[src/rtl/encoder_32_to_5_seq.sv]
// Sequential 32-to-5 encoder: emits the index of each set bit of an accepted mask, one per handshake.
// Optional macro ENCODER_COUNT_EN adds a pop_count output tracking the indices still to be emitted.
module encoder_32_to_5_seq #(
   parameter bit LSB_FIRST = 1'b1
) (
   input  logic        clk,
   input  logic        reset,
   input  logic        enable,
   input  logic        in_valid,
   output logic        in_ready,
   input  logic [31:0] in_mask,
   output logic        out_valid,
   input  logic        out_ready,
   output logic [4:0]  out_index,
   output logic        out_last,
   output logic        empty_pulse
`ifdef ENCODER_COUNT_EN
   ,
   output logic [5:0]  pop_count
`endif
);

   localparam int unsigned MASK_W = 32;
   localparam int unsigned IDX_W  = 5;

   typedef enum logic [0:0] {
      ST_IDLE = 1'b0,
      ST_EMIT = 1'b1
   } state_e;

   state_e             state_q, state_d;
   logic [MASK_W-1:0]  pending_q, pending_d;
   logic               empty_q, empty_d;
   logic [IDX_W-1:0]   sel_idx;
   logic               one_left;
   logic               accept;
   logic               handshake;

   // State register
   always_ff @(posedge clk) begin
      if (reset) begin
         state_q <= ST_IDLE;
      end else begin
         state_q <= state_d;
      end
   end

   // Next-state logic
   always_comb begin
      state_d = state_q;
      case (state_q)
         ST_IDLE: if (enable && in_valid && (in_mask != '0)) state_d = ST_EMIT;
         ST_EMIT: if (enable && out_ready && one_left)       state_d = ST_IDLE;
         default: state_d = ST_IDLE;
      endcase
   end

   // FSM outputs
   always_comb begin
      in_ready  = 1'b0;
      out_valid = 1'b0;
      case (state_q)
         ST_IDLE: in_ready  = 1'b1;
         ST_EMIT: out_valid = 1'b1;
         default: in_ready  = 1'b0;
      endcase
   end

   // Priority encode of pending; the last hit in the loop wins
   always_comb begin
      sel_idx = '0;
      if (LSB_FIRST) begin
         for (int i = MASK_W - 1; i >= 0; i--) begin
            if (pending_q[i]) sel_idx = IDX_W'(i);
         end
      end else begin
         for (int i = 0; i < MASK_W; i++) begin
            if (pending_q[i]) sel_idx = IDX_W'(i);
         end
      end
   end

   assign one_left  = (pending_q != '0) &&
                      ((pending_q & (pending_q - MASK_W'(1))) == '0);
   assign accept    = enable && in_valid && (state_q == ST_IDLE);
   assign handshake = enable && out_ready && (state_q == ST_EMIT);

   assign out_index   = sel_idx;
   assign out_last    = one_left;
   assign empty_pulse = empty_q;

   // Pending mask and empty-mask pulse; everything holds while enable is low
   always_comb begin
      pending_d = pending_q;
      empty_d   = empty_q;
      if (accept) begin
         pending_d = in_mask;
      end else if (handshake) begin
         pending_d = pending_q & ~(MASK_W'(1) << sel_idx);
      end
      if (enable) begin
         empty_d = accept && (in_mask == '0);
      end
   end

   always_ff @(posedge clk) begin
      if (reset) begin
         pending_q <= '0;
         empty_q   <= 1'b0;
      end else begin
         pending_q <= pending_d;
         empty_q   <= empty_d;
      end
   end

`ifdef ENCODER_COUNT_EN
   localparam int unsigned CNT_W = 6;

   logic [CNT_W-1:0] cnt_q, cnt_d;

   function automatic logic [CNT_W-1:0] popcount(input logic [MASK_W-1:0] m);
      logic [CNT_W-1:0] sum;
      sum = '0;
      for (int i = 0; i < MASK_W; i++) begin
         sum = sum + CNT_W'(m[i]);
      end
      return sum;
   endfunction

   // Remaining-index counter, loaded at accept
   always_comb begin
      cnt_d = cnt_q;
      if (accept) begin
         cnt_d = popcount(in_mask);
      end else if (handshake) begin
         cnt_d = cnt_q - CNT_W'(1);
      end
   end

   always_ff @(posedge clk) begin
      if (reset) begin
         cnt_q <= '0;
      end else begin
         cnt_q <= cnt_d;
      end
   end

   assign pop_count = cnt_q;
`endif

endmodule

[config.mk]
export PLATFORM = sky130hd
export DESIGN_NAME = encoder_32_to_5_seq
export DESIGN_NICKNAME = d
export VERILOG_FILES = /design/src/rtl/encoder_32_to_5_seq.sv
export SDC_FILE = /design/constraint.sdc
export NUM_CORES = 1
export LEC_CHECK = 0
export CAP_MARGIN = 10
export CELL_PAD_IN_SITES_DETAIL_PLACEMENT = 2
export CELL_PAD_IN_SITES_GLOBAL_PLACEMENT = 2
export CORE_MARGIN = 1
export CORE_UTILIZATION = 32
export DETAILED_ROUTE_END_ITERATION = 10
export PLACE_DENSITY = 0.91
export SETUP_SLACK_MARGIN = 0.05
export SYNTH_ARGS = -nofsm -noshare
export SYNTH_HDL_FRONTEND = slang
export SYNTH_SLANG_ARGS = --single-unit
[constraint.sdc]
create_clock -name clk -period 6.9 [get_ports clk]
set_input_delay 0.69 -clock clk [delete_from_list [all_inputs] [get_ports clk]]
set_output_delay 0.69 -clock clk [all_outputs]
set_load 0.01 [all_outputs]
======== Word-level counts from Yosys, hierarchy flattened ========
Index checks and enable logic that the tools add are counted.
storage, ports and cells
  bits in registers ....................... 34
  word-level logic and storage cells ...... 61
  output and inout port bits .............. 9
cells by class
  add/subtract/negate cells ............... 1
  bitwise operators ....................... 4
  multiplexer cells ....................... 39
  reduce and logical (&&, ||, !) cells .... 13
  shift-type cells ........................ 1
operators by type and width
  operator               count
  $mux 5                 32
  $and 32x32->32         2
  $logic_not 32->1       2
  $mux 32                2
  $reduce_bool 32->1     2
  $not 32->32            1
  $shl 1x5->32 const A   1
  $sub 32x1->32 const B  1
  $logic_and 1x1->1      8
  $mux 1                 4
  $pmux 1 s2             1
  $reduce_bool 2->1      1
  $not 1->1              1

======== Depth between registers and ports, before layout ========
Gate-level depths: netlist of the first run.
  word-level depth ........................ 37
  mapped depth ............................ 10

======== Worst setup path before layout of the first run ========
Ideal clock, no wire load.
  kind .................................... register to output
  start ................................... reg pending_q[8]
  end ..................................... out out_last
  arrival time ............................ 2.261 ns
  data required time ...................... 6.210 ns
  cell stages (with the launch flop) ...... 9
  path slack .............................. 3.949 ns
  path through ............................ dfxtp_1 -> buf_6 -> nor4_4 -> and4_1 -> buf_4 -> and3_4 -> a21oi_2 -> or4_4 -> nor4_4
between the ends
  longest elaborated chain between the ends .. 4
  elaborated cells between the ends (all ways) .. 5
  classes of those cells .................. 1 x add/sub; 1 x bitwise; 3 x reduce/logical
RTL lines
  element                 RTL line  RTL
  from (decl)             32        logic [MASK_W-1:0] pending_q, pending_d;
  from (signal assigned)  111       pending_q <= pending_d;
  $sub 32x1->32           84        ((pending_q & (pending_q - MASK_W'(1))) == '0);
  $and 32x32->32          84
  $logic_not 32->1        84
  $logic_and 1x1->1 *     83        assign one_left = (pending_q != '0) &&
  to (decl)               15        output logic out_last,
Mark *: on every way between the ends. The rest lies on a longest branch, timed or not.

======== Worst setup path after layout of the first run ========
Ends and elaborated chain as after synthesis.

==> flow_summary.ini, run 1 <==
[detailed_routing]
first_pass_iters = 5
via_count = 3170
first_iter_violations = 266
drc_errors = 0
post_drt_via_cell_ratio = 6.82
wl_per_cell_um = 28.4
ant_nets = 0
route.final.wire_length_um = 13200

[critical_path]
cp-start-kind = flop
r2r_cells = 7
required_ps = 6210
endpoint_kind = output pin
crit_arrival_ps = 3610
r2r_start = pending_q[24]
r2r_end = pending_q[23]
path_class = reg -> out
crit_fanout = 9
r2r_slack_ps = 3520

[global_route]
use_met2_pct = 56.4
grtUsageTotal_pct = 32.5
met1_usage_pct = 38.6
grt_antenna_before_repair = 0
gr-max-usage-layer = met2
grt_pass1_vias = 3427
grt_remaining_overflow = 0
grt_pass1_wl_um = 20300
grt_max_degree = 42
use_met3_pct = 5.47

[power_and_ir_drop]
p_per_area_mw_per_mm2 = 245
power_frac_seq_pct = 32.1
cellInternalPower_uw = 436
pwr-share-clk_pct = 25.7
leakage_uw = 0.00100
switching_share_pct = 42.9
p_comb_share_pct = 42.3
p_switching_uw = 327
ir_drop_mv = 0.102
totalPowerFinal_uw = 763

[sta]
setup-tns-final_ps = 0
hold_viol_final = 0
worst_hold_slack_ps = 537
finClkSkew_ps = 9.17
tightest_slew_ps = 1230
slew_violations = 0
rsz0062_at_grt = false
finalSetupViolations = 0
finalCritPeriodShare_pct = 62.3
max_slew_margin_pct = 17.7
fmax_mhz = 233
period_minus_slack_ps = 4300

[finish]
fill_cells = 817
final_common_cell = clkdlybuf4s50_1
antenna_cells = 0
synthToLayoutAreaGrowth_pct = 23.8
drive_above_1_share_pct = 7.65
final_cell_area_mm2 = 0.00311
layout_common_cells = clkdlybuf4s50_1 (45), nand2_1 (35), dfxtp_1 (34)
final_nets = 402
fin_util_pct = 42.0

[synth]
yosysSeqAreaShare_pct = 27.1
synth_top_area_share_pct = 27.1
synth_top_family_by_area = simple AND/OR/NAND/NOR gates
synth_simple_gate_area_share_pct = 34.8
yosys_warnings = 0
synthDistinctLibCells = 52
synth_mux_area_share_pct = 2.39
synth_edf_count = 0
yosysTopAreaCell = dfxtp_1
synth_fp_nets = 371
synth_seq_cells = 34
synth_area_leaders = dfxtp_1 (27%), a21oi_1 (5.8%), nand2_1 (5.2%)
synthFlopType = dfxtp_1
synth_compound_area_share_pct = 30.0
synth_fa_ha_area_share_pct = 0
synthXorXnorAreaFrac_pct = 0
synth_area_mm2 = 0.00251
synth_area_per_cell_um2 = 7.51
synthCells = 334
async_flop_share_pct = 0

[placed_design]
port_buffers = 45
dp_hpwl_um = 8470
post_dp_cell_area_mm2 = 0.00300
gp_congestion = 0.875

[hold_path]
hp-class = reg -> reg
min_from = empty_pulse
holdPathEnd = empty_pulse
whs_path_depth = 2

[floorplan]
die_w_um = 90.6
core.rowCount = 31
initial_core_util_pct = 33.9
die_h_um = 90.6
io_pins = 46
core_mm2 = 0.00741
dieArea_mm2 = 0.00820

[run]
maxCapViolCount = 0

[clock_network]
clk_latency_ps = 310
cts_setup_buffers = 0
clk_pin_slew_ps = 90
clockRootBuffer = clkbuf_8
htreeDepth = 2
cts_buffers = 5
cts_tree = done
clk_path_buf_depth = 2
cts_resized = 0
hold_buffers = 0
numClockSinks = 34

[status]
status = completed
routing by layer:
layer	vias up	share of wire, %
li1	1347	-
met1	1605	41
met2	183	49
met3	35	6.6
met4	0	3.9
met5	-	0
flip-flops by register name, summed over array words and instances (netlist names):
name and cells:
pending_q 32, empty_pulse 1, state_q 1
cells by family after synthesis:
family                 count (synthesis)
AND/OR/NAND/NOR                      150
AO/OA/AOI/OAI                        110
buffers and inverters                 34
multiplexers                           6
flip-flops                            34
power groups by stage:
| stage | registers (µW) | clock network, µW | logic [µW] |
|---|---|---|---|
| 6_report | 245 | 196 | 323 |
| 5_1_grt | 246 | 202 | 335 |
| 4_1_cts | 243 | 194 | 315 |
| 3_5_place_dp | 246 | 0 | 298 |
| 3_3_place_gp | 243 | 0 | 289 |
| 2_1_floorplan | 228 | 0 | 191 |
cell type report:
cell class	count	area (µm²)	area share [%]
clock inverter	3	40.0	1.29
clock buffer	5	68.8	2.21
inverter	11	42.5	1.37
multi-input combinational	266	1690	54.3
tap	99	124	3.99
timing repair buffer	47	465	15.0
sequential	34	681	21.9
cell usage after synthesis, drive strengths merged, types with 2 or more instances:
library cell	number
dfxtp	34
a31oi	7
or2	3
a221oi	3
o21ai	15
a21oi	30
o31a	2
nand4b	2
or3	4
o31ai	3
buf	3
and3	3
o211ai	8
nand4	6
mux2i	6
nor2	23
a21boi	3
nor4	25
nand2	36
o21a	2
a2bb2oi	2
o311ai	10
a21o	9
nand3b	11
nor3	9
inv	10
o41ai	2
clkbuf	20
or4	5
nand3	11
nand2b	8
a211oi	10
worst max path at each step:
stage                            start       end  slack (ps)  depth (start not counted)
after floorplan           pending_q[8]  out_last        3950                          8
after global placement    pending_q[8]  out_last        3170                          8
after detailed placement  pending_q[8]  out_last        3050                          8
after CTS                 pending_q[8]  out_last        2640                          8
after global routing      pending_q[8]  out_last        2480                          8
final                     pending_q[8]  out_last        2600                          8
through the flow:
step / cells / setup slack [ps]
4_1_cts: 465 / 2640
3_3_place_gp: 457 / 3170
6_report: 465 / 2600
3_5_place_dp: 457 / 3050
5_1_grt: 465 / 2480
2_1_floorplan: 334 / 3950
worst max-delay path, stage by stage, from the launching register on:
cell and delay, ps:
dfxtp_1 400, nor4_4 470, and4_1 490, nand2_2 200, clkinv_2 150, a21oi_2 70
or4_4 550, nor4_4 360, clkdlybuf4s50_1 610
(Power assumes the default switching activity.)
==> run 2: changes to the inputs <==
CORE_UTILIZATION = 27   (was 32)
PLACE_DENSITY = 0.82   (was 0.91)
clock period = 3.65 ns   (was 6.9 ns; I/O delays follow)
==> flow_summary.ini, run 2 (synthesized netlist as in run 1, its figures left out) <==
[clock_network]
clk_pin_slew_ps = 70
cts_tree = done
cts_setup_buffers = 0
cts_buffers = 5
numClockSinks = 34
clockRootBuffer = clkbuf_8
clk_latency_ps = 300
htreeDepth = 2
clk_path_buf_depth = 2

[floorplan]
dieArea_mm2 = 0.00969
io_pins = 46
core_mm2 = 0.00885
initial_core_util_pct = 28.4
core.rowCount = 34
die_w_um = 98.4
die_h_um = 98.4

[sta]
period_minus_slack_ps = 3310
slew_violations = 0
finalCritPeriodShare_pct = 90.7
max_slew_margin_pct = 53.4
tightest_slew_ps = 692
rsz0062_at_grt = false
finalSetupViolations = 0
fmax_mhz = 302
setup-tns-final_ps = 0
hold_viol_final = 0
finClkSkew_ps = 4.92

[placed_design]
dp.cells = 475
port_buffers = 45
dp_hpwl_um = 8610
gp_congestion = 0.908

[finish]
final_common_cell = clkdlybuf4s50_1
regMostFlops = pending_q
largest_reg_flops = 32
antenna_cells = 0
fin_cells = 483
drive_above_1_share_pct = 10.4
synthToLayoutAreaGrowth_pct = 28.0
layout_common_cells = clkdlybuf4s50_1 (44), nand2_1 (35), dfxtp_1 (34)
final_nets = 411

[detailed_routing]
post_drt_via_cell_ratio = 6.08
route.final.wire_length_um = 11200
wl_per_cell_um = 23.1
drc_errors = 0
ant_nets = 0
first_iter_violations = 204
first_pass_iters = 4
via_count = 2939

[global_route]
grt_remaining_overflow = 0
grt_pass1_wl_um = 18000
grt_pass1_vias = 3180
grt_antenna_before_repair = 0
grtUsageTotal_pct = 24.4
grt_max_degree = 42

[power_and_ir_drop]
leakage_uw = 0.00107
ir_drop_mv = 0.168
p_per_area_mw_per_mm2 = 441

[critical_path]
crit_fanout = 6
max_stage_delay_ps = 610
crit_chain = buf_4 -> nor2_1 -> o311ai_0 -> o211ai_1 -> and2_1 -> clkdlybuf4s50_1
cp-start-kind = flop
endpoint_kind = output pin
crit_arrival_ps = 2950
slowest_stage = clkdlybuf4s50_1
path_class = reg -> out
r2r_cells = 7
required_ps = 3280

[hold_path]
whs_path_depth = 2
hp-class = reg -> reg

[status]
status = completed

[run]
maxCapViolCount = 0
run 2: cell count changes in the layout (fill, tap and decap cells not counted), sizes merged:
cell and change:
buf +9, bufinv -1, dlymetal6s2s +1, clkbuf +3, clkinv -2, clkdlybuf4s50 -1
run 2: final cells by class:
type	count	area, µm²
tap	108	135
timing repair buffer	56	536
sequential	34	681
clock buffer	8	110
multi-input combinational	266	1710
fill	1059	5640
inverter	11	42.5
run 2: power breakdown:
part	leakage [µW]	switching [µW]	internal, µW
sequential	0.000278	61.7	397
clock	0.0000575	154	191
combinational	0.000735	363	250
run 2: final timing paths:
kind | from | to | slack (ps)
max | pending_q[4] | out_index[1] | 340
min | empty_pulse | empty_pulse | 510
max reg2reg | pending_q[25] | pending_q[14] | 490
min reg2reg | empty_pulse | empty_pulse | 510
run 2: repair_timing:
item / CTS / global route
setup endpoints to repair: 1 / 1
pin swaps: 0 / 1
resized for setup: 4 / 2
hold buffers: 0 / 0
run 2: per-layer routing:
layer	track usage, %	routed length, µm
met1	32.4	5010
met2	40.2	5250
met3	3.33	590
met4	9.07	325
met5	0	0
run 2: critical path, delay by kind of cell, from the launching register on:
kind / cells / cell delay, ps
DFF: 1 / 360
buffers and inverters: 2 / 790
and+or+nand+nor: 2 / 770
AOI/OAI and AO/OA: 2 / 730
run 2: through the flow:
stage	util (%)	total power [µW]	worst slack (ps)	cell area [µm²]	hold WS [ps]
3_3_place_gp	34.8	1040	334	3080	488
6_report	36.3	1420	340	3210	513
5_1_grt	36.3	1480	174	3210	545
3_5_place_dp	34.8	1050	246	3080	493
4_1_cts	36.3	1410	55.1	3210	519
2_1_floorplan	-	791	1020	2510	501
==> run 3: changes to the inputs <==
GPL_ROUTABILITY_DRIVEN = 1   (was not set)
==> results of run 3 <==
The final DEF is identical to that of run 2; final timing and power are the same.
